[src/rtl/usb_phy_tx.sv]
// Full-speed USB transmit serializer: SYNC, LSB-first data, bit stuffing, NRZI,
// abort and EOP, fed from the link byte handshake through a one-byte holding register.
module usb_phy_tx #(
  parameter int CLK_PER_BIT = 4
) (
  input  logic       clk,
  input  logic       rst,
  input  logic       tx_lp_sop,
  input  logic       tx_lp_eop,
  input  logic       tx_lp_valid,
  input  logic [7:0] tx_lp_data,
  input  logic       tx_lp_cancle,
  output logic       tx_lp_ready,
  output logic       dp,
  output logic       dm,
  output logic       tx_oe,
  output logic       tx_underrun
);
  localparam int CW = $clog2(CLK_PER_BIT);
  localparam logic [CW-1:0] BIT_LAST = CW'(CLK_PER_BIT - 1);

  typedef enum logic [2:0] {S_IDLE, S_SYNC, S_DATA, S_ABORT, S_EOP} state_t;

  state_t        state_q, state_d;
  logic [CW-1:0] bit_cnt_q, bit_cnt_d;
  logic [2:0]    idx_q, idx_d;
  logic [2:0]    ones_q, ones_d;
  logic [7:0]    shift_q, shift_d;
  logic [7:0]    hold_q, hold_d;
  logic          shift_eop_q, shift_eop_d;
  logic          hold_eop_q, hold_eop_d;
  logic          hold_full_q, hold_full_d;
  logic          cancel_q, cancel_d;
  logic          level_q, level_d;
  logic          dp_q, dp_d, dm_q, dm_d;
  logic          oe_q, oe_d, urun_q, urun_d, ready_q, ready_d;

  logic          boundary, accept, store, load, flush, emit, emit_bit, se0;
  logic [2:0]    idx_nxt;

  always_comb begin
    state_d     = state_q;
    bit_cnt_d   = '0;
    idx_d       = idx_q;
    ones_d      = ones_q;
    shift_d     = shift_q;
    shift_eop_d = shift_eop_q;
    hold_d      = hold_q;
    hold_eop_d  = hold_eop_q;
    hold_full_d = hold_full_q;
    cancel_d    = cancel_q;
    level_d     = level_q;
    dp_d        = dp_q;
    dm_d        = dm_q;
    oe_d        = oe_q;
    urun_d      = 1'b0;
    boundary    = (bit_cnt_q == BIT_LAST);
    accept      = tx_lp_valid && ready_q;
    store       = accept;
    load        = 1'b0;
    flush       = 1'b0;
    emit        = 1'b0;
    emit_bit    = 1'b1;
    se0         = 1'b0;
    idx_nxt     = idx_q + 3'd1;

    if (state_q != S_IDLE) begin
      bit_cnt_d = boundary ? '0 : bit_cnt_q + CW'(1);
    end

    case (state_q)
      S_IDLE: begin
        level_d  = 1'b1;
        cancel_d = 1'b0;
        if (tx_lp_cancle) begin
          flush = 1'b1;
          store = 1'b0;
        end else if (accept && tx_lp_sop) begin
          state_d  = S_SYNC;
          idx_d    = '0;
          oe_d     = 1'b1;
          emit     = 1'b1;
          emit_bit = 1'b0;
        end else begin
          store = 1'b0;
        end
      end
      S_SYNC, S_DATA: begin
        if (tx_lp_cancle) cancel_d = 1'b1;
        if (boundary) begin
          // A pending stuff bit is sent before the byte boundary is handled.
          if (cancel_q || tx_lp_cancle) begin
            state_d  = S_ABORT;
            idx_d    = '0;
            flush    = 1'b1;
            cancel_d = 1'b0;
            emit     = 1'b1;
          end else if (state_q == S_SYNC && idx_q != 3'd7) begin
            idx_d    = idx_nxt;
            emit     = 1'b1;
            emit_bit = (idx_q == 3'd6);
          end else if (state_q == S_DATA && ones_q == 3'd6) begin
            emit     = 1'b1;
            emit_bit = 1'b0;
          end else if (state_q == S_DATA && idx_q != 3'd7) begin
            idx_d    = idx_nxt;
            emit     = 1'b1;
            emit_bit = shift_q[idx_nxt];
          end else if (state_q == S_DATA && shift_eop_q) begin
            state_d = S_EOP;
            idx_d   = '0;
            se0     = 1'b1;
          end else if (hold_full_q) begin
            state_d  = S_DATA;
            load     = 1'b1;
            idx_d    = '0;
            emit     = 1'b1;
            emit_bit = hold_q[0];
          end else begin
            urun_d   = 1'b1;
            state_d  = S_ABORT;
            idx_d    = '0;
            flush    = 1'b1;
            cancel_d = 1'b0;
            emit     = 1'b1;
          end
        end
      end
      S_ABORT: begin
        if (boundary) begin
          if (idx_q == 3'd6) begin
            state_d = S_EOP;
            idx_d   = '0;
            se0     = 1'b1;
          end else begin
            idx_d = idx_nxt;
            emit  = 1'b1;
          end
        end
      end
      S_EOP: begin
        if (boundary) begin
          if (idx_q == 3'd0) begin
            idx_d = idx_nxt;
          end else if (idx_q == 3'd1) begin
            idx_d   = idx_nxt;
            level_d = 1'b1;
            dp_d    = 1'b1;
            dm_d    = 1'b0;
          end else begin
            state_d = S_IDLE;
            oe_d    = 1'b0;
            level_d = 1'b1;
          end
        end
      end
      default: state_d = S_IDLE;
    endcase

    // NRZI: a zero toggles the line; the ones run only counts outside ABORT.
    if (emit) begin
      if (!emit_bit) level_d = !level_d;
      dp_d = level_d;
      dm_d = !level_d;
      if (state_d != S_ABORT) ones_d = emit_bit ? ones_q + 3'd1 : 3'd0;
    end
    if (se0) begin
      dp_d = 1'b0;
      dm_d = 1'b0;
    end
    if (load) begin
      shift_d     = hold_q;
      shift_eop_d = hold_eop_q;
      hold_full_d = 1'b0;
    end
    if (store) begin
      hold_d      = tx_lp_data;
      hold_eop_d  = tx_lp_eop;
      hold_full_d = 1'b1;
    end
    if (flush) hold_full_d = 1'b0;

    ready_d = !hold_full_d && (state_d != S_ABORT) && (state_d != S_EOP);
  end

  always_ff @(posedge clk or posedge rst) begin
    if (rst) begin
      state_q     <= S_IDLE;
      bit_cnt_q   <= '0;
      idx_q       <= '0;
      ones_q      <= '0;
      shift_q     <= '0;
      shift_eop_q <= 1'b0;
      hold_q      <= '0;
      hold_eop_q  <= 1'b0;
      hold_full_q <= 1'b0;
      cancel_q    <= 1'b0;
      level_q     <= 1'b1;
      dp_q        <= 1'b1;
      dm_q        <= 1'b0;
      oe_q        <= 1'b0;
      urun_q      <= 1'b0;
      ready_q     <= 1'b0;
    end else begin
      state_q     <= state_d;
      bit_cnt_q   <= bit_cnt_d;
      idx_q       <= idx_d;
      ones_q      <= ones_d;
      shift_q     <= shift_d;
      shift_eop_q <= shift_eop_d;
      hold_q      <= hold_d;
      hold_eop_q  <= hold_eop_d;
      hold_full_q <= hold_full_d;
      cancel_q    <= cancel_d;
      level_q     <= level_d;
      dp_q        <= dp_d;
      dm_q        <= dm_d;
      oe_q        <= oe_d;
      urun_q      <= urun_d;
      ready_q     <= ready_d;
    end
  end

  assign tx_lp_ready = ready_q;
  assign dp          = dp_q;
  assign dm          = dm_q;
  assign tx_oe       = oe_q;
  assign tx_underrun = urun_q;
endmodule

[config.mk]
export PLATFORM = sky130hd
export DESIGN_NAME = usb_phy_tx
export DESIGN_NICKNAME = d
export VERILOG_FILES = /design/src/rtl/usb_phy_tx.sv
export SDC_FILE = /design/constraint.sdc
export NUM_CORES = 1
export LEC_CHECK = 0
export ABC_AREA = 1
export CAP_MARGIN = 15
export CELL_PAD_IN_SITES_DETAIL_PLACEMENT = 1
export CELL_PAD_IN_SITES_GLOBAL_PLACEMENT = 1
export CORE_UTILIZATION = 46
export DETAILED_ROUTE_END_ITERATION = 10
export PLACE_DENSITY = 0.95
export SLEW_MARGIN = 20
export SYNTH_ARGS = -nofsm -noshare
export SYNTH_HDL_FRONTEND = slang
export SYNTH_SLANG_ARGS = --single-unit
[constraint.sdc]
create_clock -name clk -period 4.4 [get_ports clk]
set_input_delay 0.44 -clock clk [delete_from_list [all_inputs] [get_ports clk]]
set_output_delay 0.44 -clock clk [all_outputs]
set_load 0.02 [all_outputs]
Yosys cells after proc, flatten, opt, wreduce, memory -nomap -nowiden

Cells that the tools add are included.

Register bits: 37
Output and inout port bits: 5

Add/subtract/negate cells: 3
$lt $le $gt $ge: 1
Eq/ne operators: 21
Mux-type cells: 122
Reductions and logical operators: 26

Operator list:

| operator                                            | count |
|---|---|
| two-way mux 1 bit                                   | 84 |
| two-way mux 3 bit                                   | 26 |
| one-hot mux 3 bit (4 select lines)                  | 2 |
| != test 2 bit, second input constant                | 7 |
| != test 3 bit, second input constant                | 4 |
| one-hot mux 1 bit (2 select lines)                  | 6 |
| nonzero test 3 bit                                  | 4 |
| equality test 3 bit, second input constant          | 3 |
| logical AND 1 bit                                   | 8 |
| AND reduction 8 bit                                 | 1 |
| adder 3 x 1 -> 3 bit, second input constant         | 2 |
| equality test 3 x 1 -> 1 bit, second input constant | 2 |
| equality test 3 x 2 -> 1 bit, second input constant | 2 |
| zero test 3 bit                                     | 2 |
| AND reduction 6 bit                                 | 1 |
| < comparator 3 x 4 -> 1 bit, second input constant  | 1 |
| two-way mux 2 bit                                   | 2 |
| != test 4 bit, second input constant                | 1 |
| AND reduction 4 bit                                 | 1 |
| nonzero test 2 bit                                  | 2 |
| nonzero test 4 bit                                  | 1 |
| binary-select mux 1 bit (select 3 bit)              | 1 |
| zero test 1 bit                                     | 3 |
| != test 3 x 2 -> 1 bit, second input constant       | 1 |
| other kinds (6)                                     | 6 |

Logic depth before layout (Yosys ltp)

Gate-level depths: netlist of run 1.

Depth after elaboration: 15
Gate-level depth with buffers: 15

Least setup slack after synthesis of run 1

OpenSTA, ideal clock, no wires.

Kind: register -> register
Start point: reg idx_q[0]
End point: reg ones_q[2]
Setup time: 0.121 ns
Arrival time: 1.688 ns
Required time: 4.279 ns
Path slack: 2.592 ns
Stages on the path, launching flop included: 15
Buffers on the path: 0
Clock period less this slack: 1.808 ns
Cell sequence: dfrtp_1 > ha_1 > ha_1 > inv_1 > nand3_1 > inv_1 > nor2_4 > nand3_2 > nand2_1 > nand2_1 > nand2_2 > nand2_1 > nand2_2 > nand2_1 > o21ai_1

Cells in the longest elaborated chain, start to end: 10

Ends and longest elaborated chain:

| element                                | line    | RTL |
|---|---|---|
| start, declared                        | 26      | `logic [2:0] idx_q, idx_d;` |
| start signal, assigned                 | 207     | `idx_q <= idx_d;` |
| != test 3 bit                          | 98, 105 |  |
| logical AND 1 bit                      | 105     | `end else if (state_q == S_DATA && idx_q != 3'd7) begin` |
| two-way mux 3 bit                      | 105     |  |
| two-way mux 3 bit                      | 102     | `end else if (state_q == S_DATA && ones_q == 3'd6) begin` |
| two-way mux 3 bit                      | 98      | `end else if (state_q == S_SYNC && idx_q != 3'd7) begin` |
| two-way mux 3 bit                      | 92      | `if (cancel_q \|\| tx_lp_cancle) begin` |
| two-way mux 3 bit                      | 90      | `if (boundary) begin` |
| one-hot mux 3 bit (4 select lines) (*) | 71      | `case (state_q)` |
| named net state_d[0]                   | 24      | `state_t state_q, state_d;` |
| != test 3 x 2 -> 1 bit (*)             | 165     | `if (state_d != S_ABORT) ones_d = emit_bit ? ones_q + 3'd1 : 3'd0;` |
| AND reduction 2 bit (no line) (*)      | -       |  |
| end signal, assigned                   | 208     | `ones_q <= ones_d;` |
| end, declared                          | 27      | `logic [2:0] ones_q, ones_d;` |

The timed path passes the listed nets; every way through them passes the cells marked *. The select of a mux whose other input is x is not followed.
A chain may end at the register's enable or synchronous reset.

Worst setup path after layout of run 1

Start point: reg bit_cnt_q[0]
End point: reg ready_q (netlist: tx_lp_ready)

Cells in the longest elaborated chain, start to end: 9

Ends and longest elaborated chain:

| element                 | line | RTL |
|---|---|---|
| start, declared         | 25   | `logic [CW-1:0] bit_cnt_q, bit_cnt_d;` |
| start signal, assigned  | 206  | `bit_cnt_q <= bit_cnt_d;` |
| equality test 2 bit (*) | 57   | `boundary = (bit_cnt_q == BIT_LAST);` |
| two-way mux 1 bit       | 90   |  |
| two-way mux 1 bit       | 71   |  |
| two-way mux 1 bit       | 171  | `if (load) begin` |
| two-way mux 1 bit       | 176  | `if (store) begin` |
| two-way mux 1 bit       | 181  | `if (flush) hold_full_d = 1'b0;` |
| zero test 1 bit         | 183  | `ready_d = !hold_full_d && (state_d != S_ABORT) && (state_d != S_EOP);` |
| logical AND 1 bit       | 183  |  |
| logical AND 1 bit (*)   | 183  |  |
| named net ready_d       | 36   | `logic oe_q, oe_d, urun_q, urun_d, ready_q, ready_d;` |
| end signal, assigned    | 220  | `ready_q <= ready_d;` |
| end, declared           | 36   |  |

The timed path passes the listed nets; every way through them passes the cells marked *.

==> flow_results.org, run 1 <==
** Layout
- The number of antenna diodes in the final layout is 0.
- The library cells used most frequently in the layout, excluding fill and tap cells, are sky130_fd_sc_hd__nand2_1, sky130_fd_sc_hd__inv_1, sky130_fd_sc_hd__dfrtp_1, sky130_fd_sc_hd__nor2_1.
- From synthesis to final layout, the design area changed by 16.89%.
- After filler insertion, the fill cell instance count of the layout stands at 520.
- Leaving out fill and tap cells, the most frequent cell in the layout is sky130_fd_sc_hd__nand2_1.
- Layout Nets :: 309
- Final instance area :: about 2500 µm²
- Cells with a size suffix above 1 make up 11.11% of the layout.
- Non-filler cells in the finished layout :: 340

** Synth
- Synthesized net count :: 287
- Complex-gate fraction of the synthesized area :: 12.23%
- Post-synth cell types :: 34
- Synth Instances :: roughly 270
- Dominant synthesized flop cell :: sky130_fd_sc_hd__dfrtp_1
- Of the post-synthesis cell area, the part taken by muxes is 0%.
- A synthesized cell averages between 7 and 8 µm².
- Sequential element share of the synthesized area :: 44.27%
- Of the post-synthesis cell area, the dominant cell type holds 41.77%.
- Total number of yosys warnings :: 0
- In the synthesized netlist the async set-or-reset flop fraction comes to 100.0%.
- Summing every instance area after synthesis gives 2097 µm².
- Number of register bits inferred by synthesis :: 37
- After Yosys synthesis, and, or, nand and nor cells account for 29.59% of the synthesized area.
- Yosys mapped a number of flops with a built-in enable equal to 0.
- After synthesis, the largest family of logic cells by area is simple AND/OR/NAND/NOR gates.
- Cells taking the most area after synthesis :: sky130_fd_sc_hd__dfrtp_1, sky130_fd_sc_hd__nand2_1, sky130_fd_sc_hd__inv_1
- Post-Synth Adder-Cell Area :: 4.773%
- Largest area contributor in the synthesized netlist :: sky130_fd_sc_hd__dfrtp_1
- Xor/xnor share of the synthesized area :: 0.4177%

** Timing
- RSZ-0062 raised after global routing :: no
- Final setup TNS :: 0 ps
- Final worst path period need :: 2196 ps
- The worst pin sits at a relative slew slack of 68.56%.
- Worst-margin pin slew :: about 470 ps
- The final hold violation count came to 0.
- Across the routed clock network, the largest skew measured is 4.545 ps.
- Post-Route Hold Slack :: 448.6 ps
- The number of max-slew violations in the final report came to 0.
- Maximum clock frequency :: 0.4554 GHz
- Dividing the final minimum period by the clock period gives 49.91%.
- Setup violations remaining at the end of the flow were counted as 0.

** Placed design
- Routability-driven placement finished with a final weighted congestion of between 0.8 and 0.9.
- Placed cell count :: 332
- After detailed placement, the total cell area comes to 2317 µm².
- Detailed placement finished with a half-perimeter wire length of 4.027 mm.
- During placement, the flow inserted port buffers numbering 18.

** Power
- Areal power density over the cells :: 384.4 nW/µm²
- Internal portion of total power :: 0.0006754 W
- IR analysis of the VDD net gives a maximum drop of 0.2338 mV.
- Power dissipated by switching net loads :: 0.0002667 W
- Combinational power share :: 18.2%
- Sequential cells account for between 40% and 50% of the total power.
- The clock network is responsible for 37.7% of the overall power.
- The analysis attributes to cell leakage a power of 1.210 nW.
- Of the total power, the share spent switching nets is around 28%.

** Floorplanning
- The floorplan step defined a die boundary enclosing between 4000 and 5000 µm².
- Die height :: 69.52 µm
- Die width :: 69.52 µm
- The initial utilization of the core area, before any placement, comes to 48.16%.
- I/O pins :: 19
- Core Box Area :: 4354 µm²
- The floorplan has 24 rows.

** Route
- DRC errors left :: 0
- Wires add up to 5.843 mm.
- Remaining antenna violation count :: 0
- Initial detailed-routing violation count :: 96
- Average routed wire per standard cell :: about 17 µm
- After detailed routing, the number of vias per cell comes to 5.512.
- The final route contains 1874 vias.
- The first detailed-routing pass took 4 iterations.

** Clocking
- Sinks on Clock Net :: 37
- For the worst-skew pair, the clock arrives at the later sink with an insertion delay of ~300 ps.
- TritonCTS built the clock tree.
- In this run the number of H-tree levels came out at 2.
- Total CTS buffers :: 5
- The clock passes through at most 2 buffers.
- After clock tree synthesis, the clock-pin slew on the worst setup and hold paths is about 70 ps.
- Post-cts repair resize count :: 0
- The tree is rooted in a sky130_fd_sc_hd__clkbuf_8.
- Setup bufs post-CTS :: 0
- Count of hold-fix buffers inserted at cts :: 0

** Global routing
- Residual overflow from global routing :: 0
- The via count of the first global-routing pass came to 2061.
- The first global-routing pass estimated around 10 mm of wire.
- Global routing used 26.69% of the available tracks.
- Pin count of the biggest net entering global routing :: 38
- The initial antenna violation count was 0.

** Min path
- Number of cells traversed by the worst hold path :: 1
- In this run the worst hold path is classified as reg -> reg.

** Setup path
- In this run the critical register-to-register path is launched from bit_cnt_q[0].
- The critical path in this run is classified as reg -> reg.
- Data arrives at the worst endpoint at approximately 2400 ps.
- Worst R2R Setup Slack :: 2200 ps
- Reg-to-reg endpoint :: tx_lp_ready
- Critical path fanouts, max :: 9
- The worst register-to-register path has a depth of 7.
- STA classifies the critical path endpoint as a flop.
- The most critical setup path has its endpoint at tx_lp_ready.
- Startpoint type of the worst setup path :: flop
- The most critical setup path has its startpoint at bit_cnt_q[0].
- STA puts the critical path data required time at 4630 ps.

** Run
- Max-cap violations in this run came to 0.

** Outcome
- The flow ran to the end, and the final reports show no timing, DRC or antenna violations.
[routing by layer]
layer	global-route usage, %	vias to the layer above	routed length (µm)
met3	4.215	16	214
met2	45.85	59	2933
met4	13.38	0	212
met1	32.35	906	2482
met5	0	-	0
li1	-	893	-
[area by class of cell]
class                      instances  area, µm²  share of cell area (%)
sequential                        37      928.4                   37.88
timing repair buffer              19      187.7                   7.657
multi-input combinational        184      985.9                   40.22
clock inverter                     3      65.06                   2.654
clock buffer                       5      68.82                   2.808
tap                               52      65.06                   2.654
inverter                          40      150.1                   6.126
[per-stage QoR]
stage                     setup slack [ps]  power (W)  utilization, %
after floorplan                       2592  0.0005167               -
after global placement                2301  0.0005666           53.22
after detailed placement              2205  0.0005820           53.22
after CTS                             2246  0.0009448           56.29
after global routing                  2043  0.0009803           56.29
final                                 2204  0.0009421           56.29
[worst min path at each step]
| stage | slack (ps) | from | endpoint |
|---|---|---|---|
| 6_report | 450 | bit_cnt_q[0] | bit_cnt_q[0] |
| 5_1_grt | 460 | bit_cnt_q[0] | bit_cnt_q[0] |
| 4_1_cts | 450 | bit_cnt_q[0] | bit_cnt_q[0] |
| 3_5_place_dp | 440 | bit_cnt_q[0] | bit_cnt_q[0] |
| 3_3_place_gp | 430 | bit_cnt_q[0] | bit_cnt_q[0] |
| 2_1_floorplan | 410 | bit_cnt_q[0] | bit_cnt_q[0] |
[critical path, stage by stage (launching register included)]
cell                       delay (ps)
sky130_fd_sc_hd__dfrtp_1          360
sky130_fd_sc_hd__ha_1             390
sky130_fd_sc_hd__clkinv_1         350
sky130_fd_sc_hd__o311ai_0         400
sky130_fd_sc_hd__nand2_1           90
sky130_fd_sc_hd__a21oi_1          250
sky130_fd_sc_hd__nand2_1          150
sky130_fd_sc_hd__nor2_1           130
[flip-flops by register name (all words and copies together), names as in the netlist]
register	cells
bit_cnt_q	2
tx_lp_ready	1
tx_underrun	1
level_q	1
hold_full_q	1
hold_eop_q	1
idx_q	3
ones_q	3
cancel_q	1
hold_q	8
dp	1
state_q	3
shift_eop_q	1
dm	1
tx_oe	1
shift_q	8
[power by group through the flow]
stage	logic [W]	registers (W)	clock network (W)
2_1_floorplan	0.0000973	0.000419	0
3_3_place_gp	0.000153	0.000414	0
3_5_place_dp	0.000164	0.000418	0
4_1_cts	0.000172	0.000414	0.000359
5_1_grt	0.000193	0.000418	0.000370
6_report	0.000172	0.000415	0.000355
[logic make-up after synthesis]
family | after synthesis
adder cells (fa/ha/maj) | 8
AO/OA/AOI/OAI | 44
XOR/XNOR | 1
flip-flops | 37
buffers and inverters | 44
AND/OR/NAND/NOR | 131
[synthesized netlist by cell type, types with 3 or more instances]
master / count
sky130_fd_sc_hd__o21ai_0: 16
sky130_fd_sc_hd__a21oi_1: 5
sky130_fd_sc_hd__nand4_1: 4
sky130_fd_sc_hd__ha_1: 8
sky130_fd_sc_hd__nand2_2: 6
sky130_fd_sc_hd__nand2_1: 67
sky130_fd_sc_hd__dfrtp_1: 35
sky130_fd_sc_hd__inv_1: 38
sky130_fd_sc_hd__nor2_4: 3
sky130_fd_sc_hd__nor3_1: 5
sky130_fd_sc_hd__nor2_1: 20
sky130_fd_sc_hd__nand3_1: 18
sky130_fd_sc_hd__o21ai_1: 15
(Power assumes the default switching activity.)
==> run 2: changes to the inputs <==
--- a/config.mk
+++ b/config.mk
@@ -9,9 +9,9 @@
 export CAP_MARGIN = 15
 export CELL_PAD_IN_SITES_DETAIL_PLACEMENT = 1
 export CELL_PAD_IN_SITES_GLOBAL_PLACEMENT = 1
-export CORE_UTILIZATION = 46
+export CORE_UTILIZATION = 42
 export DETAILED_ROUTE_END_ITERATION = 10
-export PLACE_DENSITY = 0.95
+export PLACE_DENSITY = 0.89
 export SLEW_MARGIN = 20
 export SYNTH_ARGS = -nofsm -noshare
 export SYNTH_HDL_FRONTEND = slang
==> constraint.sdc (replaced) <==
create_clock -name clk -period 2.1 [get_ports clk]
set_input_delay 0.21 -clock clk [delete_from_list [all_inputs] [get_ports clk]]
set_output_delay 0.21 -clock clk [all_outputs]
set_load 0.02 [all_outputs]
==> run 2 against run 1 <==
Compared with the run above: sequential power is 110% higher; routed wire length is 0.15% lower; combinational power is 110% higher; via count increased by 5.1%; worst hold slack worse by 170 ps; sequential cell count unchanged; worst setup slack worse by 2100 ps; fmax up 8.1%; clock power is 85% higher; final cell count rose by 7.6%.
==> flow_results.org, run 2 (synthesis gave the netlist of run 1 again) <==
** Outcome
- Run status :: complete, no violations (unchanged)

** Layout
- Layout-stage area growth over the synthesis result :: 23.27% (was 16.89%)
- Registers with the most flip-flops :: hold_q: 8 flops, shift_q: 8 flops (unchanged)
- The final layout net count was 320 (was 309).
- The number of diodes was 0 (unchanged).
- The most common cell after layout, fill and taps aside is sky130_fd_sc_hd__nand2_1 (unchanged).
- Share of layout cells above drive strength 1 :: 17.39% (was 11.11%)
- The count of fill cells added during filler insertion is 584 (was 520).
- Most frequent cells in the layout: sky130_fd_sc_hd__nand2_1, sky130_fd_sc_hd__inv_1, sky130_fd_sc_hd__dfrtp_1, sky130_fd_sc_hd__nor2_1, sky130_fd_sc_hd__clkdlybuf4s50_1 (was sky130_fd_sc_hd__nand2_1, sky130_fd_sc_hd__inv_1, sky130_fd_sc_hd__dfrtp_1, sky130_fd_sc_hd__nor2_1).

** Setup path
- The worst reg2reg path startpoint is idx_q[1] (was bit_cnt_q[0]).
- Worst setup EP type :: flop (unchanged)
- The critical setup path kind is reg -> reg (unchanged).
- The startpoint type of the worst setup path is a flop (unchanged).
- Critical Path RT :: 2280 ps (was 4630 ps)
- The source of the critical timing path is idx_q[1] (was bit_cnt_q[0]).
- Signal arrival time at the worst endpoint :: 2210 ps (was 2420 ps)
- Critical path fanouts, max :: 6 (was 9)

** Power
- The power per cell area came to 724.2 nW/µm² (was 384.4 nW/µm²).
- The standby leakage power came to 1.253 nW (was 1.210 nW).
- The power consumption is 0.001872 W (was 0.0009421 W).
- Max IR drop VDD :: 0.4647 mV (was 0.2338 mV)

** Timing
- The number of max-slew violations in the final report is 0 (unchanged).
- Worst-margin pin slew :: 603.8 ps (was 470.6 ps)
- The fmax was 0.4923 GHz (was 0.4554 GHz).
- Final worst path period need :: 2031 ps (was 2196 ps)
- Share of the clock period used by the worst path after layout :: 96.72% (was 49.91%)
- The number of endpoints failing setup at the final stage is 0 (unchanged).
- The post-route worst hold slack came to 283.2 ps (was 448.6 ps).
- The final hold violation count came to 0 (unchanged).
- Maximum clock skew at final layout :: 7.674 ps (was 4.545 ps)
- The remaining max-slew budget at the tightest pin was 59.70% (was 68.56%).

** Clocking
- Clock tree root buffer cell :: sky130_fd_sc_hd__clkbuf_8 (unchanged)
- Maximum level of the CTS H-tree :: 2 (unchanged)
- The hold buffer count at CTS is 0 (unchanged).
- Clock input transition at the sequential cells of the worst setup and hold paths :: 80 ps (was 70 ps)
- Maximum clock path buffer count :: 2 (unchanged)
- Clock Latency Late Sink :: 290 ps (was 300 ps)
- Sinks on Clock Net :: 37 (unchanged)
- The total CTS buffers is 5 (unchanged).
- Clock tree from TritonCTS :: built (unchanged)

** Placed design
- Port Buffer Count :: 18 (unchanged)
- The placed wire-length estimate after detailed placement was 4.187 mm (was 4.027 mm).
- The final weighted congestion in routability-driven placement came to 0.8726 (was 0.8421).

** Floorplanning
- The placeable core region was 4755 µm² (was 4354 µm²).
- The effective utilization at floorplan was 44.11% (was 48.16%).
- Die height :: 72.66 µm (was 69.52 µm)
- Die Outline Area :: 5279 µm² (was 4833 µm²)
- The row count came to 25 (was 24).
- Die width :: 72.66 µm (was 69.52 µm)
- I/O pins :: 19 (unchanged)

** Global routing
- The maximum number of pins on one net before global-route repair came to 25 (was 38).
- The remaining global-route overflow is 0 (unchanged).
- Antenna violations before repair :: 0 (unchanged)
- Global routing usage summed across all routing layers :: 23.64% (was 26.69%)
- The via count of the first global-routing pass was 1966 (was 2061).
- First-pass GRT wire length :: 9.404 mm (was 10.01 mm)

** Run
- The total of max-cap violations came to 0 (unchanged).

** Route
- The count of vias placed by the detailed router is 1969 (was 1874).
- Detailed-route vias per instance :: 5.380 (was 5.512)
- The number of DRC violations after detailed routing was 0 (unchanged).
- Remaining antenna violation count :: 0 (unchanged)
- Average routed wire per standard cell :: 15.94 µm (was 17.19 µm)
- The number of iterations in the first detailed-routing pass was 4 (unchanged).
- The violation count after the first detailed-route iteration is 113 (was 96).
- Wirelength, routed :: 5.834 mm (was 5.843 mm)

** Min path
- The worst min-delay path class is in -> async (was reg -> reg).
## run 2: changes by cell type in the layout (fill, tap and decap cells not counted), sizes merged
| cell | delta |
|---|---|
| buf | +11 |
| bufinv | -1 |
| clkbuf | +1 |
| clkinv | -1 |
| clkinvlp | +1 |
## run 2: report_power, final
part	leakage, nW	internal, W	total, W	switching [W]
registers	0.480	0.000807	0.000860	0.0000527
logic	0.715	0.000140	0.000355	0.000216
clock network	0.0574	0.000386	0.000657	0.000270
total	1.25	0.00133	0.00187	0.000539
## run 2: final timing paths
kind                       cells past startpoint      endpoint  slack [ps]
max in group asynchronous                      3      idx_q[0]        1260
setup / recovery                              13     ones_q[1]          70
min in group clk                               1  bit_cnt_q[0]         470
hold reg to reg                                1  bit_cnt_q[0]         470
hold / removal                                 2  bit_cnt_q[0]         280
setup reg to reg                              13     ones_q[1]          70
## run 2: final cells by class
cell class / count / area, µm² / area share [%]
flip-flops and latches: 37 / 930.9 / 36.01
clock inverters: 2 / 37.54 / 1.452
multi-input cells: 184 / 1017 / 39.35
clock buffers: 6 / 82.58 / 3.195
well taps: 67 / 83.83 / 3.243
repair buffers: 30 / 282.8 / 10.94
inverters: 40 / 150.1 / 5.808
## run 2: timing repair
action                                  CTS  global route
endpoints found under the setup margin    3             6
pin swaps                                 0             1
buffers inserted                          0             6
gates resized for setup                   1             9
## run 2: layer usage
| metal | vias to the layer above | wire, µm | GRT usage, % |
|---|---|---|---|
| met3 | 10 | 252 | 3.729 |
| met1 | 983 | 2516 | 31.06 |
| met4 | 0 | 89 | 5.882 |
| met2 | 57 | 2976 | 40.81 |
| li1 | 919 | - | - |
| met5 | - | 0 | 0 |
## run 2: stage by stage
| step | TNS [ps] | worst slack [ps] | instances | utilization, % | area [µm²] |
|---|---|---|---|---|---|
| 2_1_floorplan | 0 | 291.9 | 265 | - | 2097 |
| 6_report | 0 | 68.89 | 366 | 54.37 | 2585 |
| 4_1_cts | 0 | 0.4838 | 360 | 52.74 | 2507 |
| 5_1_grt | -85.50 | -40.30 | 366 | 54.37 | 2585 |
| 3_3_place_gp | 0 | 171.7 | 352 | 50.18 | 2386 |
| 3_5_place_dp | 0 | 28.63 | 352 | 50.18 | 2386 |
## run 2: critical path, cell delays in order, from the launching register on
cell	delay, ps
sky130_fd_sc_hd__dfrtp_1	430
sky130_fd_sc_hd__ha_1	190
sky130_fd_sc_hd__ha_2	200
sky130_fd_sc_hd__inv_2	60
sky130_fd_sc_hd__nand3_2	100
sky130_fd_sc_hd__nand2_2	100
sky130_fd_sc_hd__nor2_1	210
sky130_fd_sc_hd__nand2_1	100
sky130_fd_sc_hd__nand2_1	90
sky130_fd_sc_hd__nand2_2	60
sky130_fd_sc_hd__nand2_1	110
sky130_fd_sc_hd__nand2_2	110
sky130_fd_sc_hd__nand2_1	80
sky130_fd_sc_hd__o21ai_1	70
